$ cat config.mk
export PLATFORM = sky130hd
export DESIGN_NAME = bin_to_seg_digits
export DESIGN_NICKNAME = d
export VERILOG_FILES = /design/src/rtl/seg_pkg.sv /design/src/rtl/bcd_add3.sv /design/src/rtl/bin_to_seg_digits.sv
export SDC_FILE = /design/constraint.sdc
export NUM_CORES = 1
export LEC_CHECK = 0
export CAP_MARGIN = 10
export CELL_PAD_IN_SITES_DETAIL_PLACEMENT = 2
export CELL_PAD_IN_SITES_GLOBAL_PLACEMENT = 2
export CORE_MARGIN = 2
export CORE_UTILIZATION = 35
export DETAILED_ROUTE_END_ITERATION = 8
export PLACE_DENSITY_LB_ADDON = 0.12
export SLEW_MARGIN = 20
export SYNTH_ARGS = -nofsm -noshare
export SYNTH_HDL_FRONTEND = slang
export SYNTH_SLANG_ARGS = --single-unit
$ cat constraint.sdc
create_clock -name clk -period 4.85 [get_ports clk]
set_input_delay 0.97 -clock clk [delete_from_list [all_inputs] [get_ports clk]]
set_output_delay 0.97 -clock clk [all_outputs]
set_load 0.01 [all_outputs]
$ cat src/rtl/seg_pkg.sv
// Shared digit codes, FSM state type and elaboration helpers for bin_to_seg_digits.
package seg_pkg;

   localparam logic [3:0] DIGIT_BLANK = 4'd10;
   localparam logic [3:0] DIGIT_ERR   = 4'd15;

   typedef logic [3:0] digit_t;

   typedef enum logic [1:0] {IDLE, SHIFT, FORMAT} b2s_state_t;

   // Largest magnitude that fits on n decimal displays.
   function automatic longint unsigned pow10_minus1(input int unsigned n);
      longint unsigned p;
      p = 64'd1;
      for (int unsigned i = 0; i < n; i++) begin
         p = p * 64'd10;
      end
      return p - 64'd1;
   endfunction

endpackage

$ cat src/rtl/bcd_add3.sv
// Double-dabble correction for one BCD digit: add 3 when the digit is 5 or more.
module bcd_add3
   import seg_pkg::*;
(
   input  digit_t digit_in,
   output digit_t digit_out
);

   assign digit_out = (digit_in >= 4'd5) ? digit_in + 4'd3 : digit_in;

endmodule

$ cat src/rtl/bin_to_seg_digits.sv
// Serial signed-binary to seven-segment digit-code encoder (double dabble, one bit per clock).
// Define LEADING_ZERO_BLANK_EN for leading-zero blanking with a floating minus sign.
module bin_to_seg_digits
   import seg_pkg::*;
#(
   parameter int unsigned WIDTH  = 16,
   parameter int unsigned DIGITS = 6
) (
   input  logic                  clk,
   input  logic                  reset_n,
   input  logic                  start,
   input  logic [WIDTH-1:0]      value,
   output logic                  busy,
   output logic                  done,
   output logic [DIGITS*4-1:0]   digits,
   output logic [DIGITS-1:0]     neg_mask,
   output logic                  ovf
);

   localparam int unsigned     BCD_W   = DIGITS * 4;
   localparam int unsigned     CNT_W   = $clog2(WIDTH + 1);
   localparam longint unsigned MAX_MAG = pow10_minus1(DIGITS);

   b2s_state_t         state_q, state_d;
   logic [CNT_W-1:0]   cnt_q, cnt_d;
   logic [BCD_W-1:0]   bcd_q, bcd_d, bcd_adj;
   logic [WIDTH-1:0]   sh_q, sh_d;
   logic               sign_q, sign_d;
   logic               mag_ovf_q, mag_ovf_d;
   logic [BCD_W-1:0]   digits_q, digits_d;
   logic [DIGITS-1:0]  neg_q, neg_d;
   logic               ovf_q, ovf_d;
   logic               done_q, done_d;

   logic [WIDTH-1:0]   mag_in;
   logic [BCD_W-1:0]   fmt_digits;
   logic [DIGITS-1:0]  fmt_neg;
   logic               fmt_ovf;

   // Two's-complement negate; the most negative value maps to its true unsigned magnitude.
   assign mag_in = value[WIDTH-1] ? (~value + WIDTH'(1)) : value;

   for (genvar g = 0; g < DIGITS; g++) begin : g_add3
      bcd_add3 u_add3 (
         .digit_in  (bcd_q[4*g +: 4]),
         .digit_out (bcd_adj[4*g +: 4])
      );
   end

`ifdef LEADING_ZERO_BLANK_EN
   int unsigned msd;
`endif

   always_comb begin
      fmt_ovf = mag_ovf_q;
      fmt_neg = '0;
      fmt_digits = bcd_q;
`ifdef LEADING_ZERO_BLANK_EN
      msd = 0;
      for (int unsigned i = 0; i < DIGITS; i++) begin
         if (bcd_q[4*i +: 4] != 4'd0) msd = i;
      end
      for (int unsigned i = 1; i < DIGITS; i++) begin
         if (i > msd) fmt_digits[4*i +: 4] = DIGIT_BLANK;
      end
      if (sign_q) begin
         if (msd == DIGITS - 1) begin
            fmt_ovf = 1'b1;
         end else begin
            fmt_digits[4*(msd+1) +: 4] = DIGIT_BLANK;
            fmt_neg[msd+1] = 1'b1;
         end
      end
`else
      if (sign_q) begin
         if (bcd_q[BCD_W-1 -: 4] != 4'd0) begin
            fmt_ovf = 1'b1;
         end else begin
            fmt_digits[BCD_W-1 -: 4] = DIGIT_BLANK;
            fmt_neg[DIGITS-1] = 1'b1;
         end
      end
`endif
      if (fmt_ovf) begin
         fmt_digits = {DIGITS{DIGIT_ERR}};
         fmt_neg = '0;
      end
   end

   always_comb begin
      state_d   = state_q;
      cnt_d     = cnt_q;
      bcd_d     = bcd_q;
      sh_d      = sh_q;
      sign_d    = sign_q;
      mag_ovf_d = mag_ovf_q;
      digits_d  = digits_q;
      neg_d     = neg_q;
      ovf_d     = ovf_q;
      done_d    = 1'b0;
      unique case (state_q)
         IDLE: begin
            if (start) begin
               state_d   = SHIFT;
               sign_d    = value[WIDTH-1];
               sh_d      = mag_in;
               bcd_d     = '0;
               cnt_d     = '0;
               mag_ovf_d = (64'(mag_in) > MAX_MAG);
            end
         end
         SHIFT: begin
            {bcd_d, sh_d} = {bcd_adj, sh_q} << 1;
            cnt_d = cnt_q + CNT_W'(1);
            if (cnt_q == CNT_W'(WIDTH - 1)) state_d = FORMAT;
         end
         FORMAT: begin
            digits_d = fmt_digits;
            neg_d    = fmt_neg;
            ovf_d    = fmt_ovf;
            done_d   = 1'b1;
            state_d  = IDLE;
         end
         default: state_d = IDLE;
      endcase
   end

   always_ff @(posedge clk) begin
      if (!reset_n) begin
         state_q   <= IDLE;
         cnt_q     <= '0;
         bcd_q     <= '0;
         sh_q      <= '0;
         sign_q    <= 1'b0;
         mag_ovf_q <= 1'b0;
         digits_q  <= {DIGITS{DIGIT_BLANK}};
         neg_q     <= '0;
         ovf_q     <= 1'b0;
         done_q    <= 1'b0;
      end else begin
         state_q   <= state_d;
         cnt_q     <= cnt_d;
         bcd_q     <= bcd_d;
         sh_q      <= sh_d;
         sign_q    <= sign_d;
         mag_ovf_q <= mag_ovf_d;
         digits_q  <= digits_d;
         neg_q     <= neg_d;
         ovf_q     <= ovf_d;
         done_q    <= done_d;
      end
   end

   assign busy     = (state_q != IDLE);
   assign done     = done_q;
   assign digits   = digits_q;
   assign neg_mask = neg_q;
   assign ovf      = ovf_q;

endmodule

==> results.cfg, run 1 <==
[drt]
vias = 3288
wire_per_inst_um = 17.0
drt_first_pass_iters = 4
drt-total-wl_um = 10400
first_iter_violations = 82
ant_nets = 0
via_per_inst = 5.38
route.detailed.drc = 0

[cts]
clock-sinks = 75
htree_levels = 3
clockRootBuffer = clkbuf_8
cts_buffer_depth = 2
path_clk_slew_ns = 0.07
cts_hold_buf = 0
clk_latency_ns = 0.35
numCtsBuffers = 9
cts_setup_buffers = 0
post_cts_resized = 0
cts_tree = done

[finish]
mostFrequentLayoutCells = dfxtp_1 (75), nand2_1 (60), clkdlybuf4s50_1 (46)
syn2layout_area_growth_pct = 18.9
fin_util = 0.423
multi_input_area_um2 = 1900
drive_above_1_share = 0.0568
fin_nets = 507
final_common_cell = dfxtp_1
register_area_um2 = 1500
diodes = 0
num-fill-cells = 1170

[die]
die_y_um = 106
ios = 52
start_util = 0.355
die-area_um2 = 11200
die_w_um = 106
rows = 37
core_area_um2 = 10200

[pwr]
pwr_density_cell_nw_per_um2 = 270
total_power_uw = 1160
pwr-share-seq = 0.548
p_leak_uw = 0.00157
p_switching_uw = 301
pwr-share-clk = 0.353
intPower_uw = 863
swShare = 0.258
p_comb_frac = 0.099
irDropWorstVdd_mv = 0.0978

[yosys]
synthFlopType = dfxtp_1
ys_async_sr_fraction = 0
syn_inst = 441
synth_edf_count = 0
avgSynthCellArea_um2 = 8.21
ys_warn_count = 0
syn_area_um2 = 3620
seq_area_frac_synth = 0.415
ys_ff_latch = 75
synth_cell_types = 48

[global_routing]
grt_use_total = 0.197
grt_pass1_wl_um = 17600
antenna_found_initial = 0
grt_start_max_net_pins = 42
grt_pass1_vias = 3485
overflow = 0

[timing]
grt_setup_unrepaired = no
drv_slew = 0
hold_violations = 0
fmax_mhz = 345
period_needed_ns = 2.90
setup_viol = 0
skew_ns = 0.00743
fin_hold_ws_ns = 0.465
worst_pin_slew_ns = 0.844
fin_crit_sh = 0.598
fin_setup_tns_ns = 0
relSlewSlack = 0.436

[critical_path]
crit_required_ns = 5.07
worst-setup-path-type = input port to flop
start_kind = input port
cp_max_fo = 23
worstSetupEndpointType = flop
cp.arrival_ns = 3.12

[placed_design]
gp_congestion = 0.751
port_buffers = 46
dpl.hpwl_um = 7260

[worst_hold_path]
hold_path.class = flop to flop

[run]
cap_violations = 0

[outcome]
status = completed
==> worst paths after layout <==
kind / endpoint / depth (start not counted) / slack [ns] / start
hold / removal: bcd_q[0]$_SDFFE_PN0P_ / 2 / 0.47 / sh_q[15]$_SDFFE_PN0P_
setup / recovery: digits[9]$_SDFFE_PN1P_ / 5 / 1.95 / reset_n
hold reg to reg: bcd_q[0]$_SDFFE_PN0P_ / 2 / 0.47 / sh_q[15]$_SDFFE_PN0P_
setup reg to reg: bcd_q[11]$_SDFFE_PN0P_ / 6 / 2.62 / state_q[1]$_SDFFE_PN0P_
==> through the flow <==
| step | instances | instance area [um^2] | setup slack [ns] |
|---|---|---|---|
| floorplan | 445 | 3630 | 2.29 |
| finish | 611 | 4300 | 1.95 |
| global route | 611 | 4300 | 1.74 |
| global placement | 598 | 4150 | 1.60 |
| CTS | 611 | 4300 | 1.91 |
| detailed placement | 598 | 4160 | 1.54 |
==> cell usage after synthesis, types with 2 or more instances <==
cell type	instances	share of area
a31oi_1	15	0.026
o22ai_1	6	0.010
o21ai_0	18	0.025
buf_1	4	0.0041
o21ai_1	2	0.0028
inv_1	17	0.018
nand2_1	60	0.062
mux2i_1	3	0.0083
xnor2_1	15	0.036
a21oi_1	30	0.041
nor3_1	10	0.014
or2_2	2	0.0035
nor2_1	28	0.029
nand3_1	24	0.033
o211ai_1	10	0.021
buf_4	6	0.012
a221oi_1	2	0.0048
and2_1	3	0.0052
dfxtp_1	75	0.41
and3_1	4	0.0069
clkbuf_1	24	0.025
ha_1	15	0.052
o41ai_1	3	0.0073
xor2_1	7	0.017
or4_4	2	0.0062
nor2b_1	2	0.0035
o31ai_1	3	0.0062
a22oi_1	15	0.031
a32oi_1	4	0.0097
a21o_1	4	0.0083
nand2b_1	10	0.017
or3_1	2	0.0035
==> worst max-delay path: stages <==
cell	delay (ns)
clkdlybuf4s50_1	0.65
clkinv_1	0.65
a31oi_1	0.50
buf_4	0.24
o211ai_1	0.10
==> registers in the layout, indices dropped and copies added (netlist names) <==
name,count
state_q,2
done,1
digits,24
sh_q,16
sign_q,1
bcd_q,24
cnt_q,5
ovf,1
neg_mask,1
==> final cells by class <==
class,instances,share of cell area
multi-input combinational,316,0.442
tap,136,0.0395
sequential,75,0.349
clock buffer,13,0.0346
timing repair buffer,53,0.119
inverter,18,0.0157
==> power groups by stage <==
stage | clock (uW) | combinational (uW) | sequential (uW)
final | 411 | 115 | 638
after global routing | 452 | 129 | 640
after CTS | 421 | 118 | 638
after detailed placement | 0 | 118 | 652
after global placement | 0 | 114 | 651
after floorplan | 0 | 77.1 | 648
==> per-layer routing <==
| metal | vias to the layer above | track usage | wire, um |
|---|---|---|---|
| li1 | 1603 | - | - |
| met1 | 1617 | 0.249 | 4740 |
| met2 | 56 | 0.344 | 5210 |
| met3 | 12 | 0.0216 | 255 |
| met4 | 0 | 0.0752 | 161 |
| met5 | - | 0 | 0 |
==> cells by family after synthesis <==
logic type                 after synthesis  share of synthesized area
adders and majority gates               15                     0.0519
xor gates and xnor gates                22                     0.0533
AOI/OAI and AO/OA                      116                      0.203
DFF                                     75                      0.415
buffers and inverters                   54                     0.0647
other                                    1                    0.00104
and+or+nand+nor                        154                      0.200
muxes                                    4                     0.0114
Note: power is estimated with default switching activity, not from simulation.
==> inputs of run 2 (changes only) <==
--- a/config.mk
+++ b/config.mk
@@ -9,7 +9,7 @@
 export CELL_PAD_IN_SITES_DETAIL_PLACEMENT = 2
 export CELL_PAD_IN_SITES_GLOBAL_PLACEMENT = 2
 export CORE_MARGIN = 2
-export CORE_UTILIZATION = 35
+export CORE_UTILIZATION = 32
 export DETAILED_ROUTE_END_ITERATION = 8
 export PLACE_DENSITY_LB_ADDON = 0.12
 export SLEW_MARGIN = 20
==> constraint.sdc (replaced) <==
create_clock -name clk -period 2.7 [get_ports clk]
set_input_delay 0.54 -clock clk [delete_from_list [all_inputs] [get_ports clk]]
set_output_delay 0.54 -clock clk [all_outputs]
set_load 0.01 [all_outputs]
==> run 2 against run 1 <==
- count of clock-buffer cells in the layout is 1 higher
- worst setup slack worse by 1.6 ns
- combinational power is 97% higher
- utilization is 1.2 points lower
- via count is 0.79% higher
- power is 110% higher
- non-clock buffer count is 10 higher
- clock power grew to 2.6 times the previous value
- highest routed layer unchanged
- critical endpoint is now sh_q[14]$_SDFFE_PN0P_
- die area is 9.0% higher
- wire length is 1.9% higher
- critical path type unchanged
- worst hold slack worse by 0.0048 ns
==> results.cfg, run 2 (synthesis results as in run 1) <==
[finish]
drive_above_1_share = 0.0720
fin_nets = 517
fin_area_um2 = 4490
stdcell_count = 626
mostFrequentLayoutCells = dfxtp_1 (75), nand2_1 (60), clkdlybuf4s50_1 (46)
final_common_cell = dfxtp_1
syn2layout_area_growth_pct = 24.1
diodes = 0

[timing]
grt_setup_unrepaired = no
worst_pin_slew_ns = 1.00
skew_ns = 0.00319
hold_violations = 0
fin_setup_tns_ns = 0
drv_slew = 0
fin_crit_sh = 0.859
period_needed_ns = 2.32
fin_hold_ws_ns = 0.461
fmax_mhz = 431
setup_viol = 0
relSlewSlack = 0.333

[pwr]
swShare = 0.243
intPower_uw = 1830
p_switching_uw = 588
pwr-share-clk = 0.433
p_leak_uw = 0.00167
total_power_uw = 2420
irDropWorstVdd_mv = 0.277
p_comb_frac = 0.093
pwr_density_cell_nw_per_um2 = 539
pwr-share-seq = 0.474

[cts]
clk_latency_ns = 0.33
clock-sinks = 75
numCtsBuffers = 9
cts_setup_buffers = 0
cts_tree = done
cts_hold_buf = 0
path_clk_slew_ns = 0.05
htree_levels = 3
cts_buffer_depth = 2
clockRootBuffer = clkbuf_16
post_cts_resized = 0

[drt]
drt-total-wl_um = 10600
drt_first_pass_iters = 5
via_per_inst = 5.29
first_iter_violations = 94
vias = 3314
wire_per_inst_um = 16.9
ant_nets = 0
route.detailed.drc = 0

[global_routing]
grt_pass1_wl_um = 17600
antenna_found_initial = 0
grt_use_total = 0.187
grt_start_max_net_pins = 38
grt_pass1_vias = 3498
overflow = 0

[die]
start_util = 0.331
ios = 52
die-area_um2 = 12200
die_w_um = 110
rows = 38
die_y_um = 110
core_area_um2 = 10900

[placed_design]
dp.cells = 612
port_buffers = 46
place_area_um2 = 4250
gp_congestion = 0.771
dpl.hpwl_um = 7210

[critical_path]
worst-setup-path-type = input port to flop
crit_required_ns = 2.95
cp.arrival_ns = 2.57
start_kind = input port
cp_max_fo = 3
worstSetupEndpointType = flop

[run]
cap_violations = 0

[worst_hold_path]
hold_path.class = flop to flop

[outcome]
status = completed
run 2: area by class of cell:
cell class | instances | area, um^2
Timing Repair Buffer | 63 | 601
Sequential cell | 75 | 1500
Fill cell | 1231 | 6450
Multi-Input combinational cell | 316 | 1900
Tap cell | 140 | 175
Clock buffer | 14 | 244
Inverter | 18 | 67.6
run 2: routing by layer:
| metal | vias to the layer above | GRT usage | part of all wire |
|---|---|---|---|
| met5 | - | 0 | 0 |
| met4 | 0 | 0.0536 | 0.0088 |
| met3 | 6 | 0.0353 | 0.029 |
| met2 | 50 | 0.342 | 0.51 |
| met1 | 1636 | 0.223 | 0.45 |
| li1 | 1622 | - | - |
run 2: stage by stage:
step                      utilization  worst slack [ns]
after floorplan                     -             0.566
after global placement          0.388             0.101
after CTS                       0.411             0.389
after detailed placement        0.388            0.0341
final                           0.411             0.381
after global routing            0.411             0.184
run 2: critical path: stages:
cell	delay [ns]
clkdlybuf4s50_1	0.45
inv_1	0.08
ha_1	0.15
or4b_2	0.63
or2_2	0.30
nor3_1	0.20
o2111ai_1	0.14
o221ai_1	0.08
run 2: path summary, 6_finish.rpt:
check / start / slack (ns) / to / cells after the start
setup / recovery: value[0] / 0.38 / sh_q[14]$_SDFFE_PN0P_ / 8
hold / removal: ovf$_SDFFE_PN0P_ / 0.46 / ovf$_SDFFE_PN0P_ / 2
setup reg to reg: state_q[1]$_SDFFE_PN0P_ / 0.63 / digits[2]$_SDFFE_PN0P_ / 3
hold reg to reg: ovf$_SDFFE_PN0P_ / 0.46 / ovf$_SDFFE_PN0P_ / 2
run 2: power groups by stage:
stage	Combinational (uW)	Sequential [uW]	Clock [uW]
final	226	1150	1050
after global routing	252	1150	1130
after CTS	231	1150	1090
after detailed placement	230	1170	0
after global placement	226	1170	0
after floorplan	139	1160	0
==> inputs of run 3 (changes only) <==
--- a/config.mk
+++ b/config.mk
@@ -12,6 +12,8 @@
 export CORE_UTILIZATION = 32
 export DETAILED_ROUTE_END_ITERATION = 8
 export PLACE_DENSITY_LB_ADDON = 0.12
+export SETUP_SLACK_MARGIN = 0.3
+export SKIP_CTS_REPAIR_TIMING = 1
 export SLEW_MARGIN = 20
 export SYNTH_ARGS = -nofsm -noshare
 export SYNTH_HDL_FRONTEND = slang
==> run 3 against run 2 <==
- critical path depth fell by 2
- sequential power about the same
- die area stayed put
- largest cell class unchanged
==> results.cfg, run 3 (synthesis results as in run 1) <==
[outcome]
status = completed

[timing]
drv_slew = 0
relSlewSlack = 0.335
period_needed_ns = 2.25
fin_setup_tns_ns = 0
layout_setup_ws_ns = 0.451
grt_setup_unrepaired = no
skew_ns = 0.00300
fmax_mhz = 445
setup_viol = 0
fin_hold_ws_ns = 0.461
fin_crit_sh = 0.833
hold_violations = 0
worst_pin_slew_ns = 0.997

[critical_path]
worst-setup-path-type = input port to flop
cp.arrival_ns = 2.46
start_kind = input port
cp_max_fo = 7
crit_required_ns = 2.91
reg2reg_from = state_q[1]$_SDFFE_PN0P_
startpoint = value[6]
worstSetupEndpointType = flop

[drt]
via_per_inst = 5.30
route.detailed.drc = 0
vias = 3316
drt-total-wl_um = 10700
wire_per_inst_um = 17.0
first_iter_violations = 101
ant_nets = 0
drt_first_pass_iters = 5

[pwr]
pwr_density_cell_nw_per_um2 = 539
irDropWorstVdd_mv = 0.277
p_leak_uw = 0.00167

[cts]
cts_buffer_depth = 2
clockRootBuffer = clkbuf_16
htree_levels = 3
numCtsBuffers = 9
clock-sinks = 75
clk_latency_ns = 0.33
path_clk_slew_ns = 0.06
cts_tree = done

[placed_design]
gp_congestion = 0.771
dpl.hpwl_um = 7210
dp_slack_ns = 0.0341
port_buffers = 46

[global_routing]
grt_start_max_net_pins = 38
grt_pass1_vias = 3498
grt_use_total = 0.187
grt_pass1_wl_um = 17600
antenna_found_initial = 0
overflow = 0

[finish]
num-fill-cells = 1230
drive_above_1_share = 0.0741
multi_input_area_um2 = 1910
mostFrequentLayoutCells = dfxtp_1 (75), nand2_1 (60), clkdlybuf4s50_1 (46)
syn2layout_area_growth_pct = 24.3
register_area_um2 = 1500
diodes = 0
final_common_cell = dfxtp_1
fin_nets = 517

[die]
core_area_um2 = 10900
die_y_um = 110
start_util = 0.331
ios = 52
rows = 38
die_w_um = 110
die-area_um2 = 12200

[worst_hold_path]
hold_path.class = flop to flop
min-delay-start = ovf$_SDFFE_PN0P_

[run]
cap_violations = 0
## run 3: metal layers
metal	GRT usage	share of wire	vias up
met5	0	0	-
met4	0.0536	0.0087	0
met3	0.0353	0.029	6
met2	0.342	0.52	50
met1	0.223	0.45	1638
li1	-	-	1622
## run 3: path summary, 6_finish.rpt
kind         slack [ns]                      to  cells past startpoint
max reg2reg        0.61  digits[2]$_SDFFE_PN0P_                      3
min reg2reg        0.46        ovf$_SDFFE_PN0P_                      2
max                0.45   sh_q[11]$_SDFFE_PN0P_                      6
min                0.46        ovf$_SDFFE_PN0P_                      2
## run 3: cell type report
| cell class | count | area share |
|---|---|---|
| Multi-Input combinational cell | 316 | 0.424 |
| Sequential cell | 75 | 0.334 |
| Timing Repair Buffer | 63 | 0.134 |
| Clock buffer | 14 | 0.0542 |
| Tap cell | 140 | 0.0389 |
| Inverter | 18 | 0.0150 |
## run 3: worst max-delay path, stage by stage
cell and delay, ns:
clkdlybuf4s50_1 0.44, or4_4 0.60, or4_4 0.46, o21ai_1 0.18
xor2_1 0.16, o22ai_1 0.09
## run 3: power breakdown
part	switching, uW	leakage (uW)	internal, uW
combinational	139	0.000945	89.4
clock	437	0.000117	614
sequential	16.7	0.000608	1130
total	592	0.00167	1830
## run 3: through the flow
stage	power, uW	cell area, um^2	util	std cells
after floorplan	1300	3630	-	445
after global placement	1400	4250	0.388	612
after detailed placement	1400	4250	0.388	612
after CTS	2470	4490	0.411	626
after global routing	2530	4500	0.411	626
final	2430	4500	0.411	626
